[src/rtl/menu_input_pkg.sv]
// Shared types for the menu input block:
// debounce FSM encoding and menu selection levels.
package menu_input_pkg;

  typedef enum logic [1:0] {
    DB_RELEASED     = 2'd0,
    DB_PRESS_WAIT   = 2'd1,
    DB_PRESSED      = 2'd2,
    DB_RELEASE_WAIT = 2'd3
  } db_state_t;

  localparam logic SEL_CONTINUE = 1'b0;
  localparam logic SEL_RESTART  = 1'b1;

endpackage

[src/rtl/menu_input_debounce.sv]
// One bouncy contact: 2-flop sync, stability counter, 4-state FSM.
// Ports: clk, rst_n, i_raw (async level), o_rise (1-cycle press pulse).
module menu_input_debounce
  import menu_input_pkg::*;
#(
  parameter int DEBOUNCE_CYCLES = 50000,
  parameter int CNT_W           = 16
) (
  input  logic clk,
  input  logic rst_n,
  input  logic i_raw,
  output logic o_rise
);

  localparam logic [CNT_W-1:0] LAST =
    CNT_W'(DEBOUNCE_CYCLES - 1);
  localparam logic [CNT_W-1:0] ONE = CNT_W'(1);

  logic             r_sync1;
  logic             r_sync2;
  db_state_t        r_state;
  db_state_t        w_state_nxt;
  logic [CNT_W-1:0] r_cnt;
  logic [CNT_W-1:0] w_cnt_nxt;
  logic             r_rise;
  logic             w_rise_nxt;
  logic             w_hit;

  assign w_hit  = (r_cnt == LAST);
  assign o_rise = r_rise;

  always_ff @(posedge clk or negedge rst_n) begin
    if (!rst_n) begin
      r_sync1 <= 1'b0;
      r_sync2 <= 1'b0;
      r_state <= DB_RELEASED;
      r_cnt   <= '0;
      r_rise  <= 1'b0;
    end else begin
      r_sync1 <= i_raw;
      r_sync2 <= r_sync1;
      r_state <= w_state_nxt;
      r_cnt   <= w_cnt_nxt;
      r_rise  <= w_rise_nxt;
    end
  end

  // The first mismatch cycle is counted on entry to a WAIT
  // state, so the flip lands on the N-th mismatching cycle.
  always_comb begin
    w_state_nxt = r_state;
    w_cnt_nxt   = '0;
    w_rise_nxt  = 1'b0;
    unique case (r_state)
      DB_RELEASED: begin
        if (r_sync2) begin
          w_cnt_nxt   = r_cnt + ONE;
          w_state_nxt = DB_PRESS_WAIT;
        end
      end
      DB_PRESS_WAIT: begin
        if (!r_sync2) begin
          w_state_nxt = DB_RELEASED;
        end else if (w_hit) begin
          w_state_nxt = DB_PRESSED;
          w_rise_nxt  = 1'b1;
        end else begin
          w_cnt_nxt = r_cnt + ONE;
        end
      end
      DB_PRESSED: begin
        if (!r_sync2) begin
          w_cnt_nxt   = r_cnt + ONE;
          w_state_nxt = DB_RELEASE_WAIT;
        end
      end
      DB_RELEASE_WAIT: begin
        if (r_sync2) begin
          w_state_nxt = DB_PRESSED;
        end else if (w_hit) begin
          w_state_nxt = DB_RELEASED;
        end else begin
          w_cnt_nxt = r_cnt + ONE;
        end
      end
      default: begin
        w_state_nxt = DB_RELEASED;
      end
    endcase
  end

endmodule

[src/rtl/menu_input.sv]
// Joystick menu input: debounced enter pulse and menu selection.
// Ports: raw contacts, menu_active, clear_sel -> enter, value, sel_changed.
module menu_input
  import menu_input_pkg::*;
#(
  parameter int DEBOUNCE_CYCLES = 50000,
  parameter int CNT_W           = 16
) (
  input  logic clock,
  input  logic reset_n,
  input  logic btn_raw,
  input  logic joy_up_raw,
  input  logic joy_down_raw,
  input  logic menu_active,
  input  logic clear_sel,
  output logic enter,
  output logic value,
  output logic sel_changed
);

  logic w_btn_rise;
  logic w_up_rise;
  logic w_dn_rise;
  logic w_up_ok;
  logic w_dn_ok;
  logic w_value_nxt;
  logic r_enter;
  logic r_value;
  logic r_sel_changed;

  menu_input_debounce #(
    .DEBOUNCE_CYCLES(DEBOUNCE_CYCLES),
    .CNT_W          (CNT_W)
  ) u_db_btn (
    .clk   (clock),
    .rst_n (reset_n),
    .i_raw (btn_raw),
    .o_rise(w_btn_rise)
  );

  menu_input_debounce #(
    .DEBOUNCE_CYCLES(DEBOUNCE_CYCLES),
    .CNT_W          (CNT_W)
  ) u_db_up (
    .clk   (clock),
    .rst_n (reset_n),
    .i_raw (joy_up_raw),
    .o_rise(w_up_rise)
  );

  menu_input_debounce #(
    .DEBOUNCE_CYCLES(DEBOUNCE_CYCLES),
    .CNT_W          (CNT_W)
  ) u_db_dn (
    .clk   (clock),
    .rst_n (reset_n),
    .i_raw (joy_down_raw),
    .o_rise(w_dn_rise)
  );

  // Simultaneous up+down cancel; pulses outside a menu are dropped.
  assign w_up_ok = menu_active & w_up_rise & ~w_dn_rise;
  assign w_dn_ok = menu_active & w_dn_rise & ~w_up_rise;

  always_comb begin
    w_value_nxt = r_value;
    if (clear_sel) begin
      w_value_nxt = SEL_CONTINUE;
    end else if (w_up_ok) begin
      w_value_nxt = SEL_CONTINUE;
    end else if (w_dn_ok) begin
      w_value_nxt = SEL_RESTART;
    end
  end

  always_ff @(posedge clock or negedge reset_n) begin
    if (!reset_n) begin
      r_enter       <= 1'b0;
      r_value       <= SEL_CONTINUE;
      r_sel_changed <= 1'b0;
    end else begin
      r_enter       <= w_btn_rise;
      r_value       <= w_value_nxt;
      r_sel_changed <= (w_value_nxt != r_value);
    end
  end

  assign enter       = r_enter;
  assign value       = r_value;
  assign sel_changed = r_sel_changed;

endmodule

[config.mk]
export PLATFORM = sky130hd
export DESIGN_NAME = menu_input
export DESIGN_NICKNAME = d
export VERILOG_FILES = /design/src/rtl/menu_input_pkg.sv /design/src/rtl/menu_input_debounce.sv /design/src/rtl/menu_input.sv
export SDC_FILE = /design/constraint.sdc
export NUM_CORES = 1
export LEC_CHECK = 0
export CAP_MARGIN = 15
export CORE_UTILIZATION = 59
export DETAILED_ROUTE_END_ITERATION = 16
export GPL_TIMING_DRIVEN = 0
export PLACE_DENSITY = 0.77
export SLEW_MARGIN = 25
export SYNTH_ARGS = -nofsm -noshare
export SYNTH_HDL_FRONTEND = slang
export SYNTH_SLANG_ARGS = --single-unit
[constraint.sdc]
create_clock -name clock -period 2.3 [get_ports clock]
set_input_delay 0.69 -clock clock [delete_from_list [all_inputs] [get_ports clock]]
set_output_delay 0.69 -clock clock [all_outputs]
set_load 0.01 [all_outputs]
==> flow_results.org, run 1 <==
** Routing
- For this run, the detailed router's first-pass iteration total came to 4.
- DRC violations left :: 0
- Wires add up to 4980 µm.
- Dividing the detail-routed wire length by the instance count gives 13.3 µm.
- The first routing iteration left 96 violations.
- Using the TritonRoute via totals, the vias-per-cell ratio works out to 5.43.
- Residual antenna-violating net count after detailed routing :: 0
- The routed layout has around 2000 vias.

** Power and ir drop
- Internal power comes to 1.63 mW.
- The share of total power dissipated in sequential elements is around 57%.
- Share of power burned in combinational logic :: 4.0%
- Sw Ratio :: around 22%
- The analysis attributes to cell leakage a power of 1.38 nW.
- The worst-case IR drop observed on VDD is roughly 0.00038 V.
- Switching power :: approximately 470 µW
- Fraction of power consumed by the clock network :: 39.0%
- Power density normalized to cell area :: 631 nW/µm²

** Status
- Status :: finished clean

** Worst setup path
- FF-to-FF End :: u_db_dn.r_cnt[8]$_DFF_PN0_
- Critical path endpoint category :: flip-flop
- Worst setup path startpoint :: u_db_dn.r_cnt[5]$_DFF_PN0_
- Startpoint kind of the worst setup timing path :: flip-flop
- For the worst flop-to-flop path, the logic depth is 5.
- Worst path required time :: 2.52 ns
- Data arrives at the worst endpoint at about 2.4 ns.
- Highest fanout seen on the critical path :: 10
- In this run the register-to-register setup slack is between 0.15 and 0.2 ns.
- The critical path ends at u_db_dn.r_cnt[8]$_DFF_PN0_.
- The worst register-to-register path begins at u_db_dn.r_cnt[5]$_DFF_PN0_.
- Worst setup path category :: flip-flop to flip-flop

** Layout
- Final Core Density :: 69.7%
- The post-route netlist has 8.74% of its cells at a drive strength greater than 1.
- Multi-input combinational cell area :: roughly 1300 µm²
- From synthesis to final layout, the design area changed by 12.2%.
- Number of nets in the layout :: ~310
- In the final layout, the registers with the most flip-flops are u_db_btn.r_cnt x16, u_db_dn.r_cnt x16, u_db_up.r_cnt x16.
- After routing the design area is 3340 µm².
- Fillcell total :: between 300 and 400
- # diodes :: 0
- Area taken by flip-flops and latches :: 1650 µm²

** Logic synthesis
- Cells after synthesis :: 283
- Distinct cell type count of the synthesized netlist :: 35
- A synthesized cell averages 10.5 µm².
- Leading cell type by number of instances after synthesis :: dfrtp_1
- After synthesis the cells add up to 2970 µm².
- Yosys synthesis warning count :: 0
- Dominant register cell in the synthesized netlist :: dfrtp_1
- Largest cells by area after synthesis :: dfrtp_1 56%, xnor2_1 9.1%, nor2_1 6.6%
- The largest total area in the synthesized netlist belongs to dfrtp_1.
- Ranked by instance count, the synthesized netlist is headed by 66 x dfrtp_1, 52 x nor2_1, 31 x xnor2_1, 17 x nand3_1, 16 x nand2_1.
- In this run, synthesis inferred 0 flip-flops with an integrated enable.
- Share of synthesized flip-flops with an asynchronous set or reset :: between 90% and 100%
- Total of flip-flops plus latches after synthesis :: 66
- Synthesized net count :: about 290
- Portion of the post-synthesis area used by sequential elements :: 55.6%
- Of the post-synthesis cell area, the dominant cell type holds 55.6%.

** Clock network
- Clock latency at the later pin of the worst-skew pair :: 0.34 ns
- TritonCTS clock tree :: built
- Bufs on Longest Clock Path :: 2
- Clock-pin slew was measured on the worst setup and hold paths at roughly 0.07 ns.
- # hold bufs at CTS :: 0
- Number of CTS-inserted buffers :: 9
- Number of cells upsized or downsized after cts :: 0
- Root buffer selected by CTS :: clkbuf_8
- Count of H-tree levels built during CTS :: 3
- Sinks on the clock net :: 66
- Once the clock tree was built, the setup fixing pass inserted 0 buffers.

** Timing
- Slew @ Worst Pin :: 0.721 ns
- Achievable Freq :: 467 MHz
- Setup violations remaining at the end of the flow were counted as 0.
- In this run the tightest slew margin relative to its limit is 51.4%.
- Final Hold Violating Endpoints :: 0
- Setup slack closes at 0.160 ns.
- Summed over all failing endpoints, the final setup total negative slack is 0 ns.
- RSZ-0062 raised after global routing :: false
- Crit share post-route :: around 93%
- Final Slew Violations :: 0
- Between clock sinks in the finished design, the worst skew comes to 0.00681 ns.
- The clock period could shrink to 2.14 ns.

** Global routing
- The first global-routing pass estimated 8870 µm of wire.
- The number of global-route vias before repair was 2005.
- Global routing finished with a remaining overflow of 0.
- The number of antenna violations at the first check in global routing came to 0.
- Largest net degree at the start of global routing :: 57
- Global routing consumed, over all layers together, between 20 and 25% of the routing resources.

** Floorplan
- Die area :: 5330 µm²
- Placement row count :: 25
- Top-level port count :: 10
- From bottom edge to top edge, the die measures roughly 73 µm.
- Area of the core :: between 4000 and 5000 µm²
- Horizontal extent of the die :: 73.0 µm
- Initial cell density of the core :: 62.1%

** Job
- The tool flagged a number of max-cap violations equal to 0.

** Placed design
- At the end of routability-driven placement, the weighted congestion stood at 0.826.
- Summing all placed instances gives a cell area of 3170 µm².
- Detailed placement finished with a half-perimeter wire length of approximately 3400 µm.
- Timing analysis after detailed placement gives a worst setup slack of 0.168 ns.
- Port buffering added 9 buffers.

** Hold path
- Class of the most critical hold timing path :: input pin to asynchronous set/reset pin
[cell type report]
| cell class | count | area share [%] |
|---|---|---|
| Clock inverter | 3 | 0.450 |
| Buffer | 5 | 0.675 |
| Clock buffer | 13 | 4.46 |
| Multi-Input combinational cell | 200 | 37.6 |
| Tap cell | 67 | 2.51 |
| Timing Repair Buffer | 10 | 3.45 |
| Inverter | 12 | 1.35 |
| Sequential cell | 66 | 49.5 |
[critical path, cell delays in order, from the launching register on]
cell      delay [ns]
dfrtp_1         0.45
nor4bb_1        0.38
nand3b_1        0.22
o41ai_4         0.57
buf_2           0.32
nor2_1          0.08
[per-layer routing]
| layer | global-route usage, % | up-vias | part of all wire [%] |
|---|---|---|---|
| li1 | - | 1018 | - |
| met3 | 7.46 | 11 | 3.5 |
| met5 | 0 | - | 0 |
| met1 | 29.3 | 991 | 48 |
| met2 | 35.4 | 22 | 46 |
| met4 | 9.80 | 0 | 1.8 |
[power by group through the flow]
stage	registers (mW)	clock network [mW]	logic, mW
final	1.20	0.821	0.0837
after global routing	1.20	0.906	0.0988
after CTS	1.20	0.859	0.0871
after detailed placement	1.22	0	0.0866
after global placement	1.22	0	0.0795
after floorplan	1.22	0	0.0382
[worst min path at each step]
| stage | startpoint | end | slack [ns] | cells after the start |
|---|---|---|---|---|
| 4_1_cts | reset_n | u_db_up.r_cnt[6]$_DFF_PN0_ | 0.17 | 1 |
| 5_1_grt | reset_n | u_db_up.r_cnt[6]$_DFF_PN0_ | 0.17 | 1 |
| 3_3_place_gp | u_db_btn.r_sync1$_DFF_PN0_ | u_db_btn.r_sync2$_DFF_PN0_ | 0.33 | 0 |
| 3_5_place_dp | u_db_btn.r_sync1$_DFF_PN0_ | u_db_btn.r_sync2$_DFF_PN0_ | 0.34 | 0 |
| 2_1_floorplan | u_db_btn.o_rise$_DFF_PN0_ | enter$_DFF_PN0_ | 0.33 | 0 |
| 6_report | reset_n | u_db_up.r_cnt[6]$_DFF_PN0_ | 0.18 | 1 |
[logic make-up after synthesis]
family,count (synthesis),share of synthesized area (%)
adders and majority gates,3,1.26
muxes,3,1.26
and+or+nand+nor,140,23.7
DFF,66,55.6
AOI/OAI and AO/OA,12,3.54
xor gates and xnor gates,42,12.4
buffers and inverters,17,2.27
[stage by stage]
step	cells	power, mW	hold slack, ns
floorplan	283	1.25	0.331
global placement	359	1.30	0.334
detailed placement	360	1.31	0.336
CTS	376	2.14	0.166
global route	376	2.21	0.167
finish	376	2.10	0.176
[placed cells by master, fill, tap and decap left out, types with 2 or more instances in the layout]
master and n:
xor2_1 11, nand4_1 13, clkdlybuf4s50_1 8, nand3_1 17, clkbuf_8 10, a21oi_1 4
mux2_2 2, dfrtp_1 66, ha_1 3, clkinv_2 3, nand2_1 16, xnor2_1 31
nor4_1 13, nor3_1 10, nor3b_1 2, buf_2 3, o21ai_0 3, and3_1 4
inv_1 12, nand4b_1 2, clkbuf_1 5, or4_4 2, nor2_1 52
No activity file was read; power rests on OpenSTA's default activity.
==> run 2: changes to the inputs <==
--- a/config.mk
+++ b/config.mk
@@ -6,10 +6,13 @@
 export NUM_CORES = 1
 export LEC_CHECK = 0
 export CAP_MARGIN = 15
-export CORE_UTILIZATION = 59
+export CELL_PAD_IN_SITES_DETAIL_PLACEMENT = 1
+export CELL_PAD_IN_SITES_GLOBAL_PLACEMENT = 1
+export CORE_MARGIN = 3
+export CORE_UTILIZATION = 48
 export DETAILED_ROUTE_END_ITERATION = 16
 export GPL_TIMING_DRIVEN = 0
-export PLACE_DENSITY = 0.77
+export PLACE_DENSITY = 0.78
 export SLEW_MARGIN = 25
 export SYNTH_ARGS = -nofsm -noshare
 export SYNTH_HDL_FRONTEND = slang
==> run 2 against run 1 <==
Compared with the run above: count of clock-buffer cells in the layout down 4; clock power is 16% higher; register-to-register slack better by 0.05 ns.
==> flow_results.org, run 2 (synthesized netlist as in run 1, its figures left out) <==
** Status
- Status :: finished clean

** Timing
- Maximum clock skew at final layout :: 0.00848 ns
- Worst relative slew slack :: 63.8%
- The count of final max-slew check failures came to 0.
- Final Hold Violating Endpoints :: 0
- After layout, the minimum clock period comes to roughly 2.1 ns.
- On the final layout, the worst hold slack is 0.214 ns.
- RSZ-0062 raised after global routing :: false
- For the final routed database, the setup TNS stands at 0 ns.
- Slew @ Worst Pin :: between 0.5 and 0.6 ns
- Dividing the final minimum period by the clock period gives 90.8%.
- Setup violations remaining at the end of the flow were counted as 0.
- Based on the critical path, the design can be clocked at up to 479 MHz.

** Global routing
- GRT Total Usage :: 19.4%
- Entering global routing, the biggest net connects 49 pins.
- The total overflow left after global routing is 0.
- The number of global-route vias before repair is between 2000 and 2500.
- The first global-routing pass estimated 10900 µm of wire.
- Number of antenna violations at the first check in global routing :: 0

** Worst setup path
- At the worst endpoint, the required time is 2.52 ns.
- STA classifies the critical path endpoint as a flip-flop.
- The worst setup path is of the flip-flop to flip-flop kind.
- Startpoint kind of the worst setup timing path :: flip-flop
- Critical Path AT :: 2.31 ns
- Highest fanout seen on the critical path :: 10

** Clock network
- Clock-pin slew was measured on the worst setup and hold paths at 0.08 ns.
- TritonCTS clock tree :: built
- Root buffer selected by CTS :: clkbuf_8
- Count of H-tree levels built during CTS :: 3
- Clock latency at the later pin of the worst-skew pair :: 0.34 ns
- In this run, CTS created clock tree buffers numbering 9.
- Bufs on Longest Clock Path :: 2
- The clock net in this run drives a total of 66 sinks.

** Job
- Max-cap violations :: 0

** Routing
- TritonRoute pass-1 iters :: 4
- Top Metal Used :: met4
- After detailed routing, the number of vias per cell comes to between 5 and 6.
- Once detail routing completed, the nets flagged for antenna violations numbered 0.
- Metal3 WL :: 146 µm
- The final route contains roughly 2100 vias.
- Met2 wire len :: about 3200 µm
- Summed over all layers, the routed wires come to 6320 µm.
- After detailed routing, the number of remaining DRC violations is 0.
- In the final routing, the length of wire on met1 measures 2890 µm.
- Iteration-0 DRC Markers :: 72
- DR WL/cell :: 16.5 µm

** Layout
- From synthesis to final layout, the design area changed by 13.9%.
- Fillcell total :: 658
- Summing all multi-input logic gate instances after layout gives roughly 1300 µm².
- Post-route cell area :: 3390 µm²
- Most frequent cells in the layout :: 66 x dfrtp_1, 52 x nor2_1, 31 x xnor2_1
- Biggest regs :: u_db_btn.r_cnt x16, u_db_dn.r_cnt x16, u_db_up.r_cnt x16
- Ratio of cells with drive above 1 in the final layout :: 9.71%
- 0 antenna diodes ended up in the layout.
- Most common cell after layout, fill and taps aside :: dfrtp_1
- Registers take ~1700 µm².
- After the last flow step, the layout net total stands at 314.
- Once layout is complete, the utilization of the core stands at 56.9%.

** Floorplan
- In this run the standard cell core region covers 5960 µm².
- The initial utilization of the core area, before any placement, comes to 49.9%.
- The floorplan step defined a die boundary enclosing slightly above 7000 µm².
- 10 I/O pins were placed.
- Placement row count :: 28
- In this run the horizontal extent of the chip is 84.7 µm.
- Die Y :: 84.7 µm

** Power and ir drop
- Power spread over the standard cell area amounts to 662 nW/µm².
- Leakage Power :: approximately 1.4 nW
- Total power of the final layout :: 2.24 mW
- Maximum resistive drop on vdd :: 0.000465 V

** Placed design
- After legalization and detailed placement, the total HPWL measured 4410 µm.
- Area after DPL :: about 3200 µm²
- Buffers placed on the I/O ports in this run total 9.
- Final estimated routing congestion in global placement :: between 0.7 and 0.8

** Hold path
- Class of the most critical hold timing path :: input pin to asynchronous set/reset pin
## run 2: critical path: stages, from the launching register on
cell	delay, ns
dfrtp_1	0.45
nor4bb_1	0.34
nand3b_1	0.19
o41ai_4	0.57
buf_2	0.33
nor2_1	0.09
## run 2: what timing repair did
item	in CTS	in global routing
buffers inserted	0	0
hold buffers	0	0
gates resized for setup	0	1
endpoints found under the setup margin	0	10
## run 2: power breakdown
group          internal, mW  switching (mW)
combinational        0.0339          0.0545
sequential             1.18          0.0181
clock                 0.496           0.460
## run 2: area by class of cell
cell class	count	share of cell area [%]
Tap cell	75	2.77
Timing Repair Buffer	10	3.40
Multi-Input combinational cell	200	37.3
Sequential cell	66	48.8
Clock buffer	9	3.66
Buffer	5	0.665
Inverter	12	1.33
Clock inverter	7	2.07
## run 2: path summary, 6_finish.rpt
kind                       cells after the start                           to                       start  slack (ns)
hold / removal                                 1        sel_changed$_DFF_PN0_                     reset_n        0.21
setup / recovery                               5   u_db_dn.r_cnt[9]$_DFF_PN0_  u_db_dn.r_cnt[5]$_DFF_PN0_        0.21
min in group clock                             0              enter$_DFF_PN0_   u_db_btn.o_rise$_DFF_PN0_        0.35
setup reg to reg                               5   u_db_dn.r_cnt[9]$_DFF_PN0_  u_db_dn.r_cnt[5]$_DFF_PN0_        0.21
max in group asynchronous                      2  u_db_up.r_cnt[10]$_DFF_PN0_                     reset_n        1.56
hold reg to reg                                0              enter$_DFF_PN0_   u_db_btn.o_rise$_DFF_PN0_        0.35
## run 2: stage by stage
stage / std cells / setup WS [ns]
5_1_grt: 384 / 0.0182
6_report: 384 / 0.212
3_3_place_gp: 367 / -1.65
3_5_place_dp: 368 / 0.0367
4_1_cts: 384 / 0.0118
2_1_floorplan: 283 / 0.396
## run 2: layer usage
metal	vias up	global-route usage (%)
li1	1017	-
met1	1062	25.5
met2	17	30.5
met3	9	4.42
met4	0	8.92
met5	-	0
